$ cat src/rtl/conv_kernel_1x2_ctrl.sv
// rtl/conv_kernel_1x2_ctrl.sv - per-pixel sequencer for the dual-output-channel 3x3 conv kernel
// Fetches weights, streams IN_CH windows, tracks kernel latency and accumulates both channels.
module conv_kernel_1x2_ctrl #(
    parameter int IN_CH      = 16,
    parameter int KERNEL_LAT = 4,
    parameter int CH_W       = 20,
    parameter int ACC_W      = 24,
    localparam int ADDR_W    = (IN_CH > 1) ? $clog2(IN_CH) : 1
) (
    input  logic                    sclk,
    input  logic                    s_rst_n,
    input  logic                    start,
    output logic                    busy,
    input  logic                    win_valid,
    output logic                    win_ready,
    input  logic [71:0]             win_data,
    output logic                    wt_rd_en,
    output logic [ADDR_W-1:0]       wt_rd_addr,
    input  logic [71:0]             wt_rd_ch0,
    input  logic [71:0]             wt_rd_ch1,
    output logic [71:0]             k_data_in,
    output logic [71:0]             k_ch0_weight,
    output logic [71:0]             k_ch1_weight,
    input  logic signed [CH_W-1:0]  k_ch0_out,
    input  logic signed [CH_W-1:0]  k_ch1_out,
    output logic                    res_valid,
    input  logic                    res_ready,
    output logic signed [ACC_W-1:0] res_ch0,
    output logic signed [ACC_W-1:0] res_ch1,
    output logic                    done
);

    localparam int CNT_W = $clog2(IN_CH + 1);
    localparam logic [CNT_W-1:0] LAST_IDX = CNT_W'(IN_CH - 1);

    typedef enum logic [1:0] {IDLE, ISSUE, DRAIN, OUT} state_e;

    state_e                  state_q;
    logic                    busy_q;
    logic                    rd_start_q;
    logic                    wt_avail_q;
    logic                    res_valid_q;
    logic [CNT_W-1:0]        issue_cnt_q;
    logic [CNT_W-1:0]        ret_cnt_q;
    logic [KERNEL_LAT-1:0]   vpipe_q;
    logic [KERNEL_LAT-1:0]   vpipe_d;
    logic [71:0]             k_data_q;
    logic [71:0]             k_w0_q;
    logic [71:0]             k_w1_q;
    logic signed [ACC_W-1:0] acc0_q;
    logic signed [ACC_W-1:0] acc1_q;
    logic signed [ACC_W-1:0] ext0;
    logic signed [ACC_W-1:0] ext1;
    logic                    accept;
    logic                    prefetch;
    logic                    ret;

    // The weights for the next channel are requested in the accept cycle so
    // they are on wt_rd_ch* exactly when the following window can be taken.
    assign win_ready  = wt_avail_q;
    assign accept     = win_valid & wt_avail_q & (state_q == ISSUE);
    assign prefetch   = accept & (issue_cnt_q != LAST_IDX);
    assign wt_rd_en   = rd_start_q | prefetch;
    assign wt_rd_addr = prefetch ? ADDR_W'(issue_cnt_q + CNT_W'(1)) : '0;

    assign ret  = vpipe_q[KERNEL_LAT-1] & ((state_q == ISSUE) | (state_q == DRAIN));
    assign ext0 = ACC_W'($signed(k_ch0_out));
    assign ext1 = ACC_W'($signed(k_ch1_out));

    always_comb begin
        vpipe_d    = vpipe_q << 1;
        vpipe_d[0] = accept;
    end

    assign busy         = busy_q;
    assign k_data_in    = k_data_q;
    assign k_ch0_weight = k_w0_q;
    assign k_ch1_weight = k_w1_q;
    assign res_valid    = res_valid_q;
    assign res_ch0      = acc0_q;
    assign res_ch1      = acc1_q;
    assign done         = res_valid_q & res_ready;

    always_ff @(posedge sclk or negedge s_rst_n) begin
        if (!s_rst_n) begin
            state_q     <= IDLE;
            busy_q      <= 1'b0;
            rd_start_q  <= 1'b0;
            wt_avail_q  <= 1'b0;
            res_valid_q <= 1'b0;
            issue_cnt_q <= '0;
            ret_cnt_q   <= '0;
            vpipe_q     <= '0;
            k_data_q    <= '0;
            k_w0_q      <= '0;
            k_w1_q      <= '0;
            acc0_q      <= '0;
            acc1_q      <= '0;
        end else begin
            rd_start_q <= 1'b0;
            vpipe_q    <= vpipe_d;

            if (wt_rd_en) begin
                wt_avail_q <= 1'b1;
            end else if (accept) begin
                wt_avail_q <= 1'b0;
            end

            if (accept) begin
                k_data_q    <= win_data;
                k_w0_q      <= wt_rd_ch0;
                k_w1_q      <= wt_rd_ch1;
                issue_cnt_q <= issue_cnt_q + CNT_W'(1);
            end

            // First return of a pixel overwrites, so no explicit clear is needed.
            if (ret) begin
                acc0_q    <= (ret_cnt_q == '0) ? ext0 : acc0_q + ext0;
                acc1_q    <= (ret_cnt_q == '0) ? ext1 : acc1_q + ext1;
                ret_cnt_q <= ret_cnt_q + CNT_W'(1);
            end

            case (state_q)
                IDLE: begin
                    if (start) begin
                        state_q     <= ISSUE;
                        busy_q      <= 1'b1;
                        rd_start_q  <= 1'b1;
                        issue_cnt_q <= '0;
                        ret_cnt_q   <= '0;
                    end
                end
                ISSUE: begin
                    if (accept && (issue_cnt_q == LAST_IDX)) begin
                        state_q <= DRAIN;
                    end
                end
                DRAIN: begin
                    if (ret && (ret_cnt_q == LAST_IDX)) begin
                        state_q     <= OUT;
                        res_valid_q <= 1'b1;
                    end
                end
                OUT: begin
                    if (res_ready) begin
                        state_q     <= IDLE;
                        res_valid_q <= 1'b0;
                        busy_q      <= 1'b0;
                    end
                end
                default: state_q <= IDLE;
            endcase
        end
    end

endmodule

$ cat config.mk
export PLATFORM = sky130hd
export DESIGN_NAME = conv_kernel_1x2_ctrl
export DESIGN_NICKNAME = d
export VERILOG_FILES = /design/src/rtl/conv_kernel_1x2_ctrl.sv
export SDC_FILE = /design/constraint.sdc
export NUM_CORES = 1
export LEC_CHECK = 0
export CAP_MARGIN = 15
export CORE_AREA = 2 2 205 207
export DETAILED_ROUTE_END_ITERATION = 6
export DIE_AREA = 0 0 207 209
export GPL_ROUTABILITY_DRIVEN = 1
export HOLD_SLACK_MARGIN = 0.03
export PLACE_DENSITY = 0.71
export RECOVER_POWER = 25
export SLEW_MARGIN = 40
export SYNTH_ARGS = -nofsm -noshare
export SYNTH_HDL_FRONTEND = slang
export SYNTH_SLANG_ARGS = --single-unit
$ cat constraint.sdc
create_clock -name sclk -period 7.9 [get_ports sclk]
set_clock_uncertainty 0.15 [all_clocks]
set_input_delay 1.58 -clock sclk [delete_from_list [all_inputs] [get_ports sclk]]
set_output_delay 1.58 -clock sclk [all_outputs]
set_load 0.01 [all_outputs]
Word-level counts from Yosys, hierarchy flattened. Index checks and enable logic that the tools add are counted.

Register bits: 284. Bits of input ports: 261. Output and inout port bits: 273. Logic and storage cells: 67.

Add/subtract/negate cells: 4. Equality and inequality tests: 10. Muxes and demuxes: 23. Bitwise logic cells: 7. Reductions and logical operators: 10.

Operators with widths (number): $add A24 B20 Y24 (2); $mux W24 (2); $mux W5 (6); $add A5 B1 Y5 const B (2); $eq A5 B4 Y1 const B (2); $mux W2 (4); $pmux W2 S4 (1); $mux W1 (7); $reduce_and A3 Y1 (2); $reduce_bool A2 Y1 (3); $and A1 B1 Y1 (5); $logic_not A5 Y1 (1); $ne A5 B4 Y1 const B (1); $eq A2 B2 Y1 const B (2); $mux W4 (1); $ne A2 B1 Y1 const B (2); $ne A2 B2 Y1 const B (2); $pmux W1 S2 (2); $reduce_and A4 Y1 (1); $eq A2 B1 Y1 const B (1); $logic_and A1 B1 Y1 (2); $logic_not A2 Y1 (1); $or A1 B1 Y1 (2).

Logic depth before layout (Yosys ltp). Gate-level depths: netlist (run 1).

Word-level depth: 6. Depth in mapped cells: 12. Depth with buffers taken out: 12.

Worst setup path after synthesis (run 1). Ideal clock, no wire load.

Path type: input-to-output. Start point: in win_valid. End point: out wt_rd_addr[2]. Data arrival time: 2.314 ns. Data required time: 6.170 ns. Slack: 3.856 ns. Stages on the path: 3. Buffers on the path: 1. Cell sequence: nand3_1 > clkbuf_1 > nor3_1.

Longest elaborated chain between the ends: 4.

RTL lines: start: declaration (RTL line 14) `input logic win_valid,`; $and A1 B1 Y1 (2 in a row) (RTL line 61) `assign accept = win_valid & wt_avail_q & (state_q == ISSUE);`; $and A1 B1 Y1 (RTL line 62) `assign prefetch = accept & (issue_cnt_q != LAST_IDX);`; $mux W4 (RTL line 64) `assign wt_rd_addr = prefetch ? ADDR_W'(issue_cnt_q + CNT_W'(1)) : '0;`; end: declaration (RTL line 18) `output logic [ADDR_W-1:0] wt_rd_addr,`.

Every way passes these cells.

==> flow_summary.toml, run 1 <==
[status]
status = "complete, but fails checks"
violations = "capacitance limit, slew limit"

[finish]
nNetsFinal = 2391
seqCellArea_um2 = 7110
fillCellCount = 3839
drive_above_1_share_pct = 4.10
final_common_cell = "nand2_1"
area_delta_synth_final_pct = 52.6
fin_area_um2 = 20400
multiInputGateArea_um2 = 5930
final_cell_mix = "722 x nand2_1, 529 x clkdlybuf4s50_1, 284 x dfrtp_1"

[global_route]
grt.total_usage_pct = 20.2
grt_pass1_wl_mm = 70.1
antenna_found_initial = 3
grt_pass1_vias = 12700
grt-ovfl-total = 0
grt_max_degree = 157

[cts]
clk_pin_slew_ps = 60
cts-buffers-inserted = 35
cts_tree = "built"
h-tree-depth = 2
holdBufCountCts = 0
clock_path_buffers = 3
clock-sinks = 284
post_cts_resized = 0
clk_latency_ps = 530
root_buffer = "clkbuf_16"
postCtsSetupBuffers = 0

[worst_setup_path]
cp-start-kind = "input pin"
path_class = "input pin to asynchronous set/reset pin"
crit_required_ps = 8380
arrival_ps = 6240
critPathMaxFanout = 96
crit_path_end_kind = "asynchronous set/reset pin"

[synth]
avgSynthCellArea_um2 = 8.56
yosys_warnings = 0
synth_flop_cell = "dfrtp_1"
yosysUniqueCellTypes = 55
synthArstFlopShare_pct = 100
synth_area_um2 = 13400
synth_fp_nets = 1881
syn_inst = 1562
synth-edff-count = 0
ys_ff_latch = 284
ys_seq_area_share_pct = 53.1

[routing]
ant_nets = 0
drtPass1Iterations = 5
wire_per_inst_um = 16.9
via_count = 12500
drcViolationCount = 0
wirelength_mm = 44.5
vias_per_cell = 4.75
drtIter0Drc = 712

[timing]
setup_tns_ps = 0
rsz0062_at_grt = "no"
holdWs_ps = 192
layout_min_cycle_time_ps = 5750
hold_viol = 0
worst_slew_pin_slew_ps = 3380
fmax_ghz = 0.174
setup_viol = 0
period_share_pct = 72.8
maxSlewHeadroom_pct = -125
finalMaxSlewViolations = 182

[pwr]
p_total_w = 0.00823
ir_worst_vdd_uv = 235
p_leak_nw = 9.65
power_density_nw_per_um2 = 403

[die]
die_h_um = 209
die_width_um = 207
coreArea_um2 = 41300
boundaryPins = 534
row_count = 75
dieArea_um2 = 43300
initial_core_util_pct = 32.4

[placed_design]
portBuffers = 533
dp_hpwl_mm = 32.3
place_area_um2 = 19300
gp_congestion = 0.868

[worst_hold_path]
hold_class = "flip-flop to flip-flop"

[run]
cap_violations = 3
[sequential cells by signal, summed over array words and instances, names as in the netlist, 2 cells and up]
signal        count
ret_cnt_q         5
state_q           2
issue_cnt_q       5
res_ch1          24
k_data_in        72
res_ch0          24
k_ch0_weight     72
vpipe_q           4
k_ch1_weight     72
[worst paths after layout]
check,startpoint,to,slack [ps],cells past startpoint
min,vpipe_q[1],vpipe_q[2],190,0
max reg2reg,state_q[1],res_ch0[22],3760,7
max,s_rst_n,k_ch0_weight[9],2150,3
min in group asynchronous,s_rst_n,k_ch1_weight[0],2020,1
min reg2reg,vpipe_q[1],vpipe_q[2],190,0
max in group sclk,win_valid,wt_rd_addr[3],2570,4
[Yosys cell counts, types with 2 or more instances]
cell       number  area (um2)
o21bai_1        6        45.0
ha_1           56         701
fa_1            2        40.0
or3_1           4        25.0
a21o_1         14         105
nand3_1        15        75.1
o21ai_1         4        20.0
nor3_1         20         100
o2111ai_1       2        17.5
dfrtp_1       284        7110
nand2_1       723        2710
nor2_1         62         233
o22ai_1         2        12.5
o211ai_1        5        37.5
xnor2_1        20         175
inv_1          22        82.6
nand2b_1        6        37.5
and2_1          7        43.8
and3_1         15        93.8
o21a_1          9        67.6
nand4_1         4        25.0
o31ai_1         6        45.0
mux2_2          2        22.5
xor2_1         17         149
o21ai_0        49         245
a21oi_1        73         365
or2_2           3        18.8
nor3b_1         2        15.0
a211oi_1        8        60.1
a31oi_1        14        87.6
nor2b_1         7        43.8
a211oi_2        3        37.5
clkbuf_1       71         267
mux2i_1         4        40.0
[final cells by class]
| cell class | count | share of cell area [%] |
|---|---|---|
| repair buffers | 544 | 26.7 |
| inverters | 23 | 0.460 |
| clock buffers | 55 | 5.31 |
| well taps | 539 | 3.30 |
| clock inverters | 8 | 0.300 |
| diodes | 1 | 0.0123 |
| flip-flops and latches | 284 | 34.8 |
| multi-input cells | 1184 | 29.1 |
[per-layer routing]
layer	vias up	GRT usage [%]	part of all wire [%]
met3	72	6.22	7.4
met4	4	5.99	2.5
met2	408	34.7	50
met1	5946	24.2	40
met5	-	0	0.054
li1	6099	-	-
[through the flow]
stage               cells  setup WS, ps  util [%]
floorplan            1562          3860         -
global placement     2572          2630      46.6
detailed placement   2574          2610      46.7
CTS                  2637          2580      49.5
global route         2638          1290      49.4
finish               2638          2150      49.4
[cells by family after synthesis]
logic type,share of synthesized area [%]
muxes,0.468
AOI/OAI and AO/OA,9.91
adders and majority gates,5.54
and+or+nand+nor,25.9
DFF,53.1
xor gates and xnor gates,2.42
buffers and inverters,2.64
[power breakdown]
group,internal (W),switching (W)
clock,0.000947,0.000645
combinational,0.00201,0.00210
sequential,0.00211,0.000420
total,0.00507,0.00317
[critical path, stage by stage]
cell	delay, ps
clkbuf_1	2330
clkbuf_2	1660
buf_16	430
Note: power is estimated with default switching activity, not from simulation.
==> run 2, diff against run 1 <==
--- a/config.mk
+++ b/config.mk
@@ -6,9 +6,9 @@
 export NUM_CORES = 1
 export LEC_CHECK = 0
 export CAP_MARGIN = 15
-export CORE_AREA = 2 2 205 207
+export CORE_AREA = 2 2 209 211
 export DETAILED_ROUTE_END_ITERATION = 6
-export DIE_AREA = 0 0 207 209
+export DIE_AREA = 0 0 211 213
 export GPL_ROUTABILITY_DRIVEN = 1
 export HOLD_SLACK_MARGIN = 0.03
 export PLACE_DENSITY = 0.71
==> constraint.sdc (replaced) <==
create_clock -name sclk -period 5.1 [get_ports sclk]
set_clock_uncertainty 0.15 [all_clocks]
set_input_delay 1.02 -clock sclk [delete_from_list [all_inputs] [get_ports sclk]]
set_output_delay 1.02 -clock sclk [all_outputs]
set_load 0.01 [all_outputs]
==> run 2 against run 1 <==
  * The flow still finishes with violations (capacitance limit, slew limit)
  * Clock power up 51%
  * Cell count rose by 0.15%
  * Count of clock-buffer cells in the layout down 3
  * Cell area shrank 0.10%
  * First-iteration DRC count increased by 6.9%
  * Hold slack improved by 3.5 ps
  * Non-clock buffer count fell by 1
  * Sequential power rose by 55%
  * Utilization is 1.7 points lower
  * Global-route usage fell by 1.0 points
  * Power increased by 54%
  * Routed wire length fell by 0.93%
  * Critical path type is now input pin to flip-flop
==> flow_summary.toml, run 2 (same netlist as run 1, synthesis figures left out) <==
[placed_design]
portBuffers = 533
dp_hpwl_mm = 31.7
place_area_um2 = 19300
gp_congestion = 0.895
post-place-ws_ps = 803

[routing]
via_count = 12500
wirelength_mm = 44.1
wire_per_inst_um = 16.7
ant_nets = 0
vias_per_cell = 4.74
drtIter0Drc = 761
drtPass1Iterations = 4
drcViolationCount = 0

[timing]
setup_tns_ps = 0
setup_viol = 0
finalMaxSlewViolations = 44
rsz0062_at_grt = "no"
maxSlewHeadroom_pct = -80.0
layout_min_cycle_time_ps = 3820
hold_viol = 0
setup_slack_ps = 1280
period_share_pct = 75.0
worst_slew_pin_slew_ps = 2700
fmax_ghz = 0.262

[pwr]
ir_worst_vdd_uv = 354
p_total_w = 0.0127
p_leak_nw = 9.64
power_density_nw_per_um2 = 623

[die]
die_h_um = 213
row_count = 76
dieArea_um2 = 44900
initial_core_util_pct = 31.3
boundaryPins = 534
coreArea_um2 = 42700
die_width_um = 211

[worst_setup_path]
arrival_ps = 4100
cp-start-kind = "input pin"
crit_required_ps = 5380
path_class = "input pin to flip-flop"
startpoint = "k_ch0_out[0]"
critPathMaxFanout = 3
crit_path_end_kind = "flip-flop"
crit-reg2reg-launch = "res_ch0[0]"

[finish]
fin_area_um2 = 20400
multiInputGateArea_um2 = 5940
fin_util_pct = 47.8
final_cell_mix = "722 x nand2_1, 532 x clkdlybuf4s50_1, 284 x dfrtp_1"
area_delta_synth_final_pct = 52.5
fillCellCount = 4029
drive_above_1_share_pct = 4.10
nNetsFinal = 2389
final_common_cell = "nand2_1"
diodes = 0
seqCellArea_um2 = 7110

[cts]
clk_pin_slew_ps = 60
clock_path_buffers = 3
clock-sinks = 284
postCtsSetupBuffers = 0
clk_latency_ps = 540
cts-buffers-inserted = 34
post_cts_resized = 0
root_buffer = "clkbuf_16"
cts_tree = "built"
h-tree-depth = 2
holdBufCountCts = 0

[worst_hold_path]
hold_class = "flip-flop to flip-flop"
min_from = "vpipe_q[1]"

[global_route]
grt_pass1_vias = 12800
antenna_found_initial = 0
grt_pass1_wl_mm = 68.8
grt.total_usage_pct = 19.2
grt_max_degree = 108
grt-ovfl-total = 0

[run]
cap_violations = 1

[status]
violations = "capacitance limit, slew limit"
status = "complete, but fails checks"
## run 2: cell count changes in the layout (fill, tap and decap cells not counted), sizes merged
| cell | delta |
|---|---|
| clkbuf | -4 |
| clkdlybuf4s50 | +3 |
| clkinv | +2 |
| clkinvlp | -1 |
| diode | -1 |
| dlygate4sd3 | -3 |
| inv | +1 |
## run 2: final timing paths
check                                    to  slack [ps]  cells after the start
max in group asynchronous  k_ch0_weight[38]        1610                      2
hold reg to reg                  vpipe_q[2]         200                      0
setup reg to reg                res_ch0[22]        1870                     12
setup / recovery                res_ch0[22]        1280                     13
hold / removal                   vpipe_q[2]         200                      0
min in group asynchronous  k_ch1_weight[25]        1180                      1
## run 2: report_power, final
part           internal, W  switching, W
sequential         0.00327      0.000645
combinational      0.00311       0.00328
clock              0.00140      0.000996
total              0.00778       0.00492
## run 2: metal layers
layer | track usage [%] | up-vias | routed length [um]
met5 | 0 | - | 0
met3 | 5.63 | 110 | 3150
met4 | 8.16 | 0 | 1830
li1 | - | 6079 | -
met1 | 22.6 | 5922 | 17400
met2 | 32.5 | 409 | 21700
## run 2: cell type report
| type | instances | share of cell area, % |
|---|---|---|
| clock buffer | 52 | 5.05 |
| clock inverter | 10 | 0.338 |
| inverter | 23 | 0.460 |
| multi-input combinational | 1184 | 29.1 |
| sequential | 284 | 34.9 |
| tap | 546 | 3.35 |
| timing repair buffer | 543 | 26.8 |
## run 2: stage by stage
stage / instances / hold slack (ps)
after floorplan: 1562 / 181
after global placement: 2579 / 184
after detailed placement: 2579 / 185
after CTS: 2641 / 203
after global routing: 2642 / 212
final: 2642 / 196
## run 2: critical path: stages
cell             delay [ps]
clkdlybuf4s50_1         480
ha_1                    200
inv_1                    70
fa_1                    380
nor2b_1                 160
o21a_1                  160
o21ai_1                 110
a211oi_1                460
o41ai_2                 180
o21ai_1                 280
o2111ai_1               160
and4b_1                 240
o31ai_1                 210
==> run 3, diff against run 2 <==
--- a/config.mk
+++ b/config.mk
@@ -6,9 +6,9 @@
 export NUM_CORES = 1
 export LEC_CHECK = 0
 export CAP_MARGIN = 15
-export CORE_AREA = 2 2 209 211
+export CORE_AREA = 2 2 206 208
 export DETAILED_ROUTE_END_ITERATION = 6
-export DIE_AREA = 0 0 211 213
+export DIE_AREA = 0 0 208 210
 export GPL_ROUTABILITY_DRIVEN = 1
 export HOLD_SLACK_MARGIN = 0.03
 export PLACE_DENSITY = 0.71
==> constraint.sdc (replaced) <==
create_clock -name sclk -period 3.8 [get_ports sclk]
set_clock_uncertainty 0.15 [all_clocks]
set_input_delay 0.76 -clock sclk [delete_from_list [all_inputs] [get_ports sclk]]
set_output_delay 0.76 -clock sclk [all_outputs]
set_load 0.01 [all_outputs]
==> run 3 against run 2 <==
  * The run still ends with capacitance limit, slew limit left
  * Count of clock-buffer cells in the layout shrank 1
  * Sequential share of layout area shrank 0.31 points
  * Cell area grew 0.90%
  * Power grew 36%
  * Critical path type is now flip-flop to output port
  * Critical endpoint is now wt_rd_addr[1]
  * Highest routed layer unchanged
==> flow_summary.toml, run 3 (same netlist as run 1, synthesis figures left out) <==
[timing]
setup_tns_ps = 0
finalMaxSlewViolations = 65
setup_viol = 0
fmax_ghz = 0.295
layout_min_cycle_time_ps = 3390
period_share_pct = 89.3
hold_viol = 0
rsz0062_at_grt = "no"
setup_slack_ps = 407
worst_slew_pin_slew_ps = 1740
maxSlewHeadroom_pct = -15.8

[cts]
root_buffer = "clkbuf_16"
cts_tree = "built"
clock-sinks = 284
cts-buffers-inserted = 35
clk_latency_ps = 520
clk_pin_slew_ps = 50
post_cts_resized = 0
clock_path_buffers = 3
holdBufCountCts = 1
postCtsSetupBuffers = 0
h-tree-depth = 2

[worst_setup_path]
crit_chain = "ha_1, and3_1, ha_1, nor2_1, and2_1, clkdlybuf4s50_1"
crit_path_end_kind = "output port"
cpLargestDelayFamily = "buffers and inverters"
critPathMaxFanout = 5
crit_required_ps = 2890
path_class = "flip-flop to output port"
slowest_stage = "clkdlybuf4s50_1"
crit_top_cell = "ha_1"
crit_path_max_incr_delay_ps = 560
arrival_ps = 2480
critical_path_buf_inv_count = 1
cp-start-kind = "flip-flop"

[die]
boundaryPins = 534
row_count = 75
die_h_um = 210
initial_core_util_pct = 32.2
die_width_um = 208
dieArea_um2 = 43700
coreArea_um2 = 41500

[global_route]
grt_pass1_wl_mm = 71.3
grt_pass1_vias = 13100
grt_max_degree = 150
grt-ovfl-total = 0
grt.total_usage_pct = 20.3
antenna_found_initial = 2

[finish]
nNetsFinal = 2419
drive_above_1_share_pct = 4.76
final_common_cell = "nand2_1"
final_cell_mix = "722 x nand2_1, 531 x clkdlybuf4s50_1, 284 x dfrtp_1"
fin_util_pct = 49.6
instances_no_fill = 2663
area_delta_synth_final_pct = 53.8

[routing]
via_count = 12800
wire_per_inst_um = 17.0
drtIter0Drc = 792
drcViolationCount = 0
ant_nets = 0
vias_per_cell = 4.79
wirelength_mm = 45.3
drtPass1Iterations = 5

[pwr]
power_density_nw_per_um2 = 837
p_leak_nw = 9.73
p_total_w = 0.0172
ir_worst_vdd_uv = 427

[worst_hold_path]
hold_class = "flip-flop to flip-flop"

[placed_design]
post-place-ws_ps = -9.53
portBuffers = 533
dp_cells = 2601
gp_congestion = 0.883
dp_hpwl_mm = 33.5

[status]
status = "complete, but fails checks"
violations = "capacitance limit, slew limit"

[run]
cap_violations = 1
-- run 3: where the power goes --
group	leakage (nW)	switching [W]	total (W)	internal [W]
Clock	0.546	0.00127	0.00323	0.00195
Sequential	3.53	0.000862	0.00526	0.00439
Combinational	5.65	0.00447	0.00874	0.00427
-- run 3: final cells by class --
cell class,instances,area (um2)
Inverter,23,91.3
Antenna cell,2,5.00
Clock inverter,8,67.6
Multi-Input combinational cell,1184,5930
Sequential cell,284,7110
Timing Repair Buffer,572,5650
Fill cell,3813,20900
Tap cell,539,674
Clock buffer,51,1040
-- run 3: stage by stage --
| stage | hold slack, ps | instance area [um2] |
|---|---|---|
| floorplan | 181 | 13400 |
| global placement | 183 | 19500 |
| finish | 199 | 20600 |
| global route | 208 | 20600 |
| CTS | 198 | 20600 |
| detailed placement | 187 | 19500 |
-- run 3: worst paths after layout --
check / from / end / slack [ps] / cells past startpoint
worst max-delay path: issue_cnt_q[0] / wt_rd_addr[1] / 410 / 6
worst min-delay path: vpipe_q[0] / vpipe_q[1] / 200 / 0
worst max register to register: res_ch0[1] / res_ch0[23] / 800 / 10
worst min register to register: vpipe_q[0] / vpipe_q[1] / 200 / 0
max in group asynchronous: s_rst_n / k_data_in[26] / 890 / 4
min in group asynchronous: s_rst_n / res_ch0[2] / 570 / 2
-- run 3: layer usage --
layer	up-vias	share of wire, %	GRT usage (%)
li1	6158	-	-
met3	82	7.5	5.96
met4	0	2.9	7.36
met1	6098	40	24.4
met2	430	49	34.7
met5	-	0	0
==> patch (settings of run 3) <==
The 4 states of `state_e` get a one-hot encoding in 4 bits.
--- a/src/rtl/conv_kernel_1x2_ctrl.sv
+++ b/src/rtl/conv_kernel_1x2_ctrl.sv
@@ -35,3 +35,3 @@
 
-    typedef enum logic [1:0] {IDLE, ISSUE, DRAIN, OUT} state_e;
+    typedef enum logic [3:0] {IDLE = 4'b0001, ISSUE = 4'b0010, DRAIN = 4'b0100, OUT = 4'b1000} state_e;
 
Check against the original RTL: same outputs for any inputs over 4 cycles, from zero or initial values and one cycle with s_rst_n low; so few cycles prove little.
==> patch against run 3 <==
- the run still ends with capacitance limit, slew limit left
- routed wire length increased by 2.7%
- highest routed layer unchanged
- core utilization rose by 0.34 points
- setup slack got worse by 0.13 ns
- largest cell class unchanged
- synthesized area grew 1.1%
- final area up 0.69%
- sequential cell count rose by 2
- sequential share of layout area about the same
Power is not compared: it rests on default switching activity, and its combinational part moved more than twofold at a synthesized area within 25%.
==> patch: results (changes against run 3) <==
Cells and area
  – Layout cells sized above 1: 4.800% (+0.040 points)
  – FILL cells: 3,768 (-1.2%)
  – Final net count: 2,416 (-0.12%)
  – Core Util, Final: 49.94% (+0.34 points)
  – Finished Layout Cells: 2,672 (+0.34%)

Logic synthesis
  – Mapped Cells: 1,577 (+0.96%)
  – Synth unique cells: 68 (+24%)
  – Post-Synth Adder-Cell Area: 5.015% (-0.52 points)
  – Syn Nets: 1,891 (+0.53%)
  – Mux cell area share after synthesis: 0.1480% (-0.32 points)
  – Synth Area in XOR/XNOR: 2.915% (+0.49 points)
  – Post-synth top flop: dfrtp_1
  – Post-synthesis sequential area ratio: 52.93% (-0.21 points)
  – Compound-Gate Fraction of Synth Area: 10.08% (+0.17 points)
  – Post-synth top cells: nand2_1, dfrtp_1, a21oi_1, nor2_1, ha_1
  – Top post-synthesis cells by area: dfrtp_1, nand2_1, ha_1, a21oi_1, nor2_1

STA
  – Slew @ Worst Pin: 2.320 ns (+0.5828 ns)
  – Hold slack: 0.1942 ns (-0.005209 ns)
  – Final Slew Violations: 36 (-45%)
  – Tcrit/Tclk final: 92.64% (+3.3 points)

Min path
  – Hold path start: vpipe_q[1]$_DFF_PN0_
  – Worst Hold Class: reg2reg

Placement
  – Inst Count DP: 2,600 (-0.038%)
  – Hpwl dp: 33.96 mm (+1.3%)
  – Post-Place Setup Slack: 0.03568 ns (+0.04521 ns)
  – GP Congestion: 0.9163 (+3.8%)
  – Post-DP Area: 19,550 µm² (+0.18%)

Drt
  – DR WL/cell: 17.42 µm (+2.4%)
  – TritonRoute pass-1 iters: 4 (-1)
  – Vias: 12,800 (+0.24%)
  – Initial DRC Count: 758 (-4.3%)

Power and ir drop
  – VDD IR max: around 0.00032 V
  – Leakage: 0.009987 µW

GRT
  – Initial antenna violation count: 10 (+8)
  – First-pass GRT wire length: 72.45 mm (+1.7%)
  – Gr usage total: 20.84% (+0.51 points)
  – Largest net degree at the start of global routing: 198 (+32%)

Worst setup path
  – Crit path arrival time: 2.61 ns (+0.13 ns)
  – R2R Setup Slk: 0.88 ns (+0.08 ns)
  – R2r startpoint: res_ch1[0]$_DFFE_PN0N_
  – CP Launch Point: win_valid
  – Max FO, Critical Path: 7 (+2)

Outcome
  – Violated checks: capacitance limit, slew limit
  – Status: complete, but fails checks

CTS
  – Cts bufs inserted: 36 (+2.9%)
  – Post-CTS Setup Inserts: 0 (unchanged)

Job
  – Max-cap violations: 1 (unchanged)
## patch: cell types whose count changed in the layout (fill, tap and decap cells not counted), moves of 10 or more
| cell | change |
|---|---|
| nor2_1 | +10 |
| and3_1 | -11 |
| o21ai_0 | -16 |
| nand3_1 | +13 |
| nand2_1 | +11 |
| a21o_1 | +12 |
## patch: final timing paths
path,depth (start not counted),end
max in group asynchronous,4,state_q[0]$_DFFE_PN1P_
setup reg to reg,13,res_ch1[20]$_DFFE_PN0N_
min in group asynchronous,2,res_ch1[1]$_DFFE_PN0N_
setup / recovery,5,wt_rd_addr[0]
hold reg to reg,0,vpipe_q[2]$_DFF_PN0_
hold / removal,0,vpipe_q[2]$_DFF_PN0_
## patch: report_power, final
| part | internal [µW] | switching (µW) |
|---|---|---|
| logic | 359 | 260 |
| registers | 3050 | 0.00000968 |
| clock network | 1920 | 1360 |
| total | 5330 | 1620 |
## patch: repair_timing
| action | in CTS | in global routing |
|---|---|---|
| endpoints found under the hold margin | 0 | 35 |
| gates resized for setup | 0 | 0 |
| hold buffers | 0 | 1 |
## patch: critical path: stages
cell	delay, ns
clkdlybuf4s50_1	0.48
nand2_1	0.06
or4_4	0.48
nor3_1	0.19
clkdlybuf4s50_1	0.64
## patch: area by class of cell
class / count / area share [%]
clock inverters: 12 / 0.5920
repair buffers: 560 / 27.32
inverters: 18 / 0.3503
multi-input cells: 1200 / 29.01
diodes: 8 / 0.09665
clock buffers: 49 / 4.826
flip-flops and latches: 286 / 34.56
well taps: 539 / 3.256
## patch: routing by layer
metal / up-vias / share of wire, % / wire, µm / track usage (%)
met4: 0 / 3.5 / 1635 / 8.755
met1: 6059 / 39 / 18080 / 24.50
met5: - / 0 / 0 / 0
met3: 90 / 8.7 / 4027 / 6.853
met2: 470 / 49 / 22790 / 35.03
li1: 6180 / - / - / -
